File: src/rtl/req_tag_sched_if.sv
// rtl/req_tag_sched_if.sv - request/grant, table init/update and completion signals of req_tag_sched
// slave is the scheduler side; master is the requester/table environment.
interface req_tag_sched_if #(
  parameter int NUM_REQ     = 4,
  parameter int TAG_WIDTH   = 3,
  parameter int HIS_WIDTH_I = 4
);
  logic [NUM_REQ-1:0]             req_vld;
  logic [NUM_REQ*HIS_WIDTH_I-1:0] req_his;
  logic [NUM_REQ-1:0]             req_gnt;
  logic [TAG_WIDTH-1:0]           gnt_tag;
  logic                           init_vld;
  logic [TAG_WIDTH-1:0]           init_tag;
  logic [HIS_WIDTH_I-1:0]         init_his;
  logic                           cpl_vld;
  logic [TAG_WIDTH-1:0]           cpl_tag;
  logic                           update_vld;
  logic [TAG_WIDTH-1:0]           update_tag;
  logic                           err_spurious;

  modport master (
    output req_vld, req_his, cpl_vld, cpl_tag,
    input  req_gnt, gnt_tag, init_vld, init_tag, init_his, update_vld, update_tag, err_spurious
  );

  modport slave (
    input  req_vld, req_his, cpl_vld, cpl_tag,
    output req_gnt, gnt_tag, init_vld, init_tag, init_his, update_vld, update_tag, err_spurious
  );
endinterface

File: src/rtl/req_tag_sched.sv
// rtl/req_tag_sched.sv - round-robin issue scheduler allocating history-table tags
// Grants are registered; completions retire tags combinationally through the update port.
module req_tag_sched #(
  parameter int NUM_REQ   = 4,
  parameter int TAG_COUNT = 8,
  parameter int HIS_WIDTH = 4,
  localparam int HIS_WIDTH_I = (HIS_WIDTH != 0) ? HIS_WIDTH : 1,
  localparam int TAG_WIDTH   = (TAG_COUNT > 1) ? $clog2(TAG_COUNT) : 1,
  localparam int CNT_WIDTH   = $clog2(TAG_COUNT + 1)
) (
  input  logic                 clk,
  input  logic                 rst_n,
  input  logic                 enable,
  input  logic                 drain_req,
  req_tag_sched_if.slave       bus,
  output logic                 drain_done,
  output logic [CNT_WIDTH-1:0] outstanding,
  output logic                 tags_full
);
  localparam int PTR_W = (NUM_REQ > 1) ? $clog2(NUM_REQ) : 1;

  localparam logic [1:0] S_IDLE  = 2'd0;
  localparam logic [1:0] S_RUN   = 2'd1;
  localparam logic [1:0] S_DRAIN = 2'd2;
  localparam logic [1:0] S_DONE  = 2'd3;

  logic [1:0]             state, state_nxt;
  logic [TAG_COUNT-1:0]   busy, busy_nxt;
  logic [PTR_W-1:0]       ptr, idx, gnt_idx;
  logic [NUM_REQ-1:0]     elig, req_gnt;
  logic                   gnt_any, free_any, gnt_go, legal;
  logic [TAG_WIDTH-1:0]   free_tag, gnt_tag, init_tag;
  logic                   init_vld;
  logic [HIS_WIDTH_I-1:0] init_his, his_sel;

  // A requester granted this cycle is masked so it cannot win twice in a row.
  assign elig = bus.req_vld & ~req_gnt;

  always_comb begin
    gnt_any = 1'b0;
    gnt_idx = '0;
    idx     = '0;
    for (int i = NUM_REQ - 1; i >= 0; i--) begin
      idx = PTR_W'((int'(ptr) + i) % NUM_REQ);
      if (elig[idx]) begin
        gnt_any = 1'b1;
        gnt_idx = idx;
      end
    end
  end

  always_comb begin
    free_any = 1'b0;
    free_tag = '0;
    for (int t = TAG_COUNT - 1; t >= 0; t--) begin
      if (!busy[t]) begin
        free_any = 1'b1;
        free_tag = TAG_WIDTH'(t);
      end
    end
  end

  assign gnt_go  = (state == S_RUN) && gnt_any && free_any;
  assign his_sel = (HIS_WIDTH == 0) ? '0 : bus.req_his[gnt_idx*HIS_WIDTH_I +: HIS_WIDTH_I];

  // A tag being initialised this cycle cannot legally complete yet.
  assign legal = bus.cpl_vld && busy[bus.cpl_tag] && !(init_vld && init_tag == bus.cpl_tag);

  always_comb begin
    busy_nxt = busy;
    if (legal) busy_nxt[bus.cpl_tag] = 1'b0;
    if (gnt_go) busy_nxt[free_tag] = 1'b1;
  end

  always_comb begin
    state_nxt = state;
    case (state)
      S_IDLE:  if (enable) state_nxt = S_RUN;
      S_RUN:   if (drain_req) state_nxt = S_DRAIN;
               else if (!enable) state_nxt = S_IDLE;
      S_DRAIN: if (outstanding == '0) state_nxt = S_DONE;
      S_DONE:  if (!drain_req) state_nxt = enable ? S_RUN : S_IDLE;
      default: state_nxt = S_IDLE;
    endcase
  end

  always_ff @(posedge clk or negedge rst_n) begin
    if (!rst_n) begin
      state       <= S_IDLE;
      busy        <= '0;
      ptr         <= '0;
      req_gnt     <= '0;
      gnt_tag     <= '0;
      init_vld    <= 1'b0;
      init_tag    <= '0;
      init_his    <= '0;
      outstanding <= '0;
    end else begin
      state    <= state_nxt;
      busy     <= busy_nxt;
      req_gnt  <= '0;
      init_vld <= 1'b0;
      if (gnt_go) begin
        req_gnt  <= NUM_REQ'(1) << gnt_idx;
        gnt_tag  <= free_tag;
        init_vld <= 1'b1;
        init_tag <= free_tag;
        init_his <= his_sel;
        ptr      <= (gnt_idx == PTR_W'(NUM_REQ - 1)) ? '0 : gnt_idx + 1'b1;
      end
      outstanding <= outstanding + CNT_WIDTH'(gnt_go) - CNT_WIDTH'(legal);
    end
  end

  assign bus.req_gnt      = req_gnt;
  assign bus.gnt_tag      = gnt_tag;
  assign bus.init_vld     = init_vld;
  assign bus.init_tag     = init_tag;
  assign bus.init_his     = init_his;
  assign bus.update_vld   = legal;
  assign bus.update_tag   = bus.cpl_tag;
  assign bus.err_spurious = bus.cpl_vld && !legal;
  assign drain_done       = (state == S_DONE);
  assign tags_full        = (outstanding == CNT_WIDTH'(TAG_COUNT));
endmodule

File: src/flat_wrapper.sv
// flat-port wrapper written by rule: the top's interface ports become plain ports
module req_tag_sched_flat 
#(
  parameter int NUM_REQ   = 4,
  parameter int TAG_COUNT = 8,
  parameter int HIS_WIDTH = 4,
  localparam int HIS_WIDTH_I = (HIS_WIDTH != 0) ? HIS_WIDTH : 1,
  localparam int TAG_WIDTH   = (TAG_COUNT > 1) ? $clog2(TAG_COUNT) : 1,
  localparam int CNT_WIDTH   = $clog2(TAG_COUNT + 1)
)
  (clk, rst_n, enable, drain_req, drain_done, outstanding, tags_full, bus_req_vld, bus_req_his, bus_cpl_vld, bus_cpl_tag, bus_req_gnt, bus_gnt_tag, bus_init_vld, bus_init_tag, bus_init_his, bus_update_vld, bus_update_tag, bus_err_spurious);
  req_tag_sched_if #(.NUM_REQ(NUM_REQ), .TAG_WIDTH(3), .HIS_WIDTH_I((4))) bus_i ();
  input  logic clk;
  input  logic rst_n;
  input  logic enable;
  input  logic drain_req;
  output logic drain_done;
  output logic [CNT_WIDTH-1:0] outstanding;
  output logic tags_full;
  input wire logic [$bits(bus_i.req_vld)-1:0] bus_req_vld;
  input wire logic [$bits(bus_i.req_his)-1:0] bus_req_his;
  input wire logic [$bits(bus_i.cpl_vld)-1:0] bus_cpl_vld;
  input wire logic [$bits(bus_i.cpl_tag)-1:0] bus_cpl_tag;
  output wire logic [$bits(bus_i.req_gnt)-1:0] bus_req_gnt;
  output wire logic [$bits(bus_i.gnt_tag)-1:0] bus_gnt_tag;
  output wire logic [$bits(bus_i.init_vld)-1:0] bus_init_vld;
  output wire logic [$bits(bus_i.init_tag)-1:0] bus_init_tag;
  output wire logic [$bits(bus_i.init_his)-1:0] bus_init_his;
  output wire logic [$bits(bus_i.update_vld)-1:0] bus_update_vld;
  output wire logic [$bits(bus_i.update_tag)-1:0] bus_update_tag;
  output wire logic [$bits(bus_i.err_spurious)-1:0] bus_err_spurious;
  assign bus_i.req_vld = bus_req_vld;
  assign bus_i.req_his = bus_req_his;
  assign bus_i.cpl_vld = bus_cpl_vld;
  assign bus_i.cpl_tag = bus_cpl_tag;
  assign bus_req_gnt = bus_i.req_gnt;
  assign bus_gnt_tag = bus_i.gnt_tag;
  assign bus_init_vld = bus_i.init_vld;
  assign bus_init_tag = bus_i.init_tag;
  assign bus_init_his = bus_i.init_his;
  assign bus_update_vld = bus_i.update_vld;
  assign bus_update_tag = bus_i.update_tag;
  assign bus_err_spurious = bus_i.err_spurious;
  req_tag_sched #(.NUM_REQ(NUM_REQ), .TAG_COUNT(TAG_COUNT), .HIS_WIDTH(HIS_WIDTH)) u_core (.clk(clk), .rst_n(rst_n), .enable(enable), .drain_req(drain_req), .bus(bus_i), .drain_done(drain_done), .outstanding(outstanding), .tags_full(tags_full));
endmodule
File: config.mk
export PLATFORM = sky130hd
export DESIGN_NAME = req_tag_sched_flat
export DESIGN_NICKNAME = d
export VERILOG_FILES = /design/src/rtl/req_tag_sched_if.sv /design/src/rtl/req_tag_sched.sv /design/src/flat_wrapper.sv
export SDC_FILE = /design/constraint.sdc
export NUM_CORES = 1
export LEC_CHECK = 0
export CAP_MARGIN = 20
export CORE_MARGIN = 2
export CORE_UTILIZATION = 30
export CTS_BUF_LIST = sky130_fd_sc_hd__clkbuf_8
export DETAILED_ROUTE_END_ITERATION = 10
export PLACE_DENSITY = 0.56
export SYNTH_ARGS = -nofsm -noshare
export SYNTH_HDL_FRONTEND = slang
export SYNTH_SLANG_ARGS = --single-unit
export TNS_END_PERCENT = 5
File: constraint.sdc
create_clock -name clk -period 3 [get_ports clk]
set_input_delay 0.6 -clock clk [delete_from_list [all_inputs] [get_ports clk]]
set_output_delay 0.6 -clock clk [all_outputs]
set_load 0.01 [all_outputs]
==> metrics.md <==
| Metric | Value |
|---|---|
| Hold-fix buffer count after cts | `0` |
| Ranking of synthesized cells by area | `dfrtp_1, ha_1, mux2i_1` |
| Synth top area share | `0.395` |
| Psw | `0.937 mW` |
| DP HPWL | `3310 µm` |
| Reg clk slew, reported paths | `0.10 ns` |
| Synth Area per Inst | `10.2 µm²` |
| Grt ovf | `0` |
| Crit end category | `output pin` |
| Synth-to-Final Area Change | `41.7%` |
| Async SR Flop Fraction | `1.00` |
| Synth cell types | `49` |
| Die X-Extent | `80.9 µm` |
| Wire per inst | `14.0 µm` |
| Nets | `277` |
| Pin count of the biggest net entering global routing | `29` |
| Initial antenna violation count | `0` |
| CTS tree | `done` |
| Crit start category | `input port` |
| Worst-Skew Late Latency | `0.28 ns` |
| Antenna viol nets, final | `0` |
| Seq/Total Area, Yosys | `0.395` |
| Leakage power | `1.15 nW` |
| CTS buffer count | `3` |
| Area leader, netlist | `dfrtp_1` |
| GRT Total Usage | `0.135` |
| CTS root buffer | `clkbuf_8` |
| Power Total | `2.32 mW` |
| Cell Pwr Density | `922 mW/mm²` |
| Final Hold Viols | `0` |
| Drt drc | `0` |
| Crit-path max FO | `5` |
| Min Tclk post-route | `2.91 ns` |
| Count leader, synth | `dfrtp_1` |
| Vias in the first global route | `1428` |
| Router iterations before antenna repair | `4` |
| FF+latch count, synth | `28` |
| Io pins | `54` |
| # rows | `27` |
| Class of the tightest hold or removal check | `reg -> reg` |
| Cells after DPL | `305` |
| Full die area | `0.00654 mm²` |
| Port Buf Inserts | `53` |
| F_max | `0.344 GHz` |
| RSZ-0062 raised after global routing | `false` |
| YS warnings | `0` |
| Starting density of the core | `0.316` |
| Peak supply drop | `0.376 mV` |
| Least-Margin Pin Slew | `0.420 ns` |
| Switching share of total power | `0.405` |
| Gpl congestion | `0.849` |
| Synth top cells by count | `dfrtp_1, nand2_1, inv_1, a21oi_1, mux2i_1` |
| Cells after Synth | `174` |
| Pint | `1.38 mW` |
| Final Skew | `0.00440 ns` |
| Critical path class | `in -> out` |
| Final setup viols | `0` |
| H-tree levels | `1` |
| Cell area after synthesis | `0.00177 mm²` |
| Share of cells above drive strength 1 | `0.139` |
| Core area | `0.00561 mm²` |
| CP required | `2.40 ns` |
| DRT Wirelength | `4320 µm` |
| Vias per inst | `4.82` |
| Seq pwr share | `0.317` |
| Most used DFF post-synth | `dfrtp_1` |
| Comb power frac | `0.551` |
| Outcome | `completed` |
| Placed Area | `0.00243 mm²` |
| Vias | `1490` |
| Fin area | `0.00251 mm²` |
| Part of the power in the clock network | `0.133` |
| DR iter-0 viols | `54` |
| Clock Sinks | `28` |
| Die height | `80.9 µm` |
| Global-route wire length before repair | `6830 µm` |
| Layout Cells excl Fill | `309` |
| Number of enable flip-flop cells after synthesis | `0` |
| Period utilization | `0.970` |
| Crit path DAT | `2.31 ns` |
| Syn nets | `213` |
| Antenna diodes | `0` |
| Max-Cap Viols | `0` |
| Final Max Tran Viols | `0` |
| Relative slew slack | `0.717` |
| Clk buf depth | `2` |
[path summary, 6_finish.rpt]
kind	startpoint	end	slack, ns	cells after the start
worst max-delay path	bus_cpl_tag[0]	bus_update_vld	0.09	6
worst min-delay path	u_core.bus.init_his[0]	u_core.bus.init_his[0]	0.50	2
worst max register to register	u_core.busy[2]	u_core.outstanding[2]	0.75	9
worst min register to register	u_core.bus.init_his[0]	u_core.bus.init_his[0]	0.50	2
max in group asynchronous	rst_n	u_core.bus.init_vld	2.05	2
min in group asynchronous	rst_n	u_core.outstanding[0]	0.69	2
[timing repair]
action                                  in CTS  in global routing
endpoints found under the hold margin        0                  0
pin swaps                                    0                  0
buffers inserted                             0                  0
endpoints found under the setup margin       2                  1
resized for setup                            4                  1
gates cloned                                 0                  0
[flip-flops by register name, summed over array words and instances (netlist names), named ones only]
register             flops
u_core.busy              8
u_core.bus.init_his      4
u_core.bus.req_gnt       4
u_core.outstanding       4
u_core.bus.gnt_tag       3
u_core.ptr               2
u_core.bus.init_vld      1
u_core.state             1
[power by group through the flow]
stage	clock, mW	sequential, mW	combinational, mW
2_1_floorplan	0	0.737	0.771
3_3_place_gp	0	0.741	1.28
3_5_place_dp	0	0.738	1.28
4_1_cts	0.313	0.736	1.29
5_1_grt	0.323	0.763	1.44
6_report	0.307	0.734	1.27
[through the flow]
| stage | setup slack [ns] | utilization | hold WS [ns] | TNS [ns] |
|---|---|---|---|---|
| final | 0.0904 | 0.448 | 0.499 | 0 |
| after global routing | 0.0112 | 0.448 | 0.520 | 0 |
| after CTS | 0.0222 | 0.447 | 0.507 | 0 |
| after detailed placement | -0.231 | 0.434 | 0.482 | -0.776 |
| after global placement | -0.197 | 0.434 | 0.475 | -0.630 |
| after floorplan | 0.361 | - | 0.304 | 0 |
[final cells by class]
| type | count | area [µm²] |
|---|---|---|
| Clock buffer | 3 | 41.3 |
| Fill cell | 564 | 3100 |
| Inverter | 14 | 55.1 |
| Multi-Input combinational cell | 122 | 948 |
| Clock inverter | 1 | 30.0 |
| Tap cell | 72 | 90.1 |
| Sequential cell | 28 | 701 |
| Timing Repair Buffer | 69 | 647 |
[cells in the final DEF (no fill, tap or decap), types with 5 or more instances in the layout]
cell type and count:
nor2b_1 5, ha_1 10, a21oi_1 11, mux2i_1 11, inv_1 13, dfrtp_1 28
and2_1 5, nand2_1 15, buf_4 16, clkdlybuf4s50_1 50
[cells by family after synthesis]
logic type / Yosys count / share of synthesized area
simple gates: 47 / 0.152
buf+inv: 24 / 0.0762
xor+xnor: 5 / 0.0247
mux: 11 / 0.0621
flops: 28 / 0.395
fa+ha+maj: 11 / 0.0819
compound gates: 48 / 0.207
[per-layer routing]
| layer | GRT usage | up-vias | part of all wire |
|---|---|---|---|
| met3 | 0.0233 | 4 | 0.043 |
| met1 | 0.185 | 699 | 0.47 |
| li1 | - | 751 | - |
| met2 | 0.217 | 36 | 0.48 |
| met5 | 0 | - | 0 |
| met4 | 0.0407 | 0 | 0.0088 |
[worst max-delay path: stages]
cell             delay (ns)
clkdlybuf4s50_1        0.54
and2b_1                0.17
a22o_1                 0.14
a22oi_2                0.08
a21oi_4                0.20
clkdlybuf4s50_1        0.58
No activity file was read; power rests on OpenSTA's default activity.
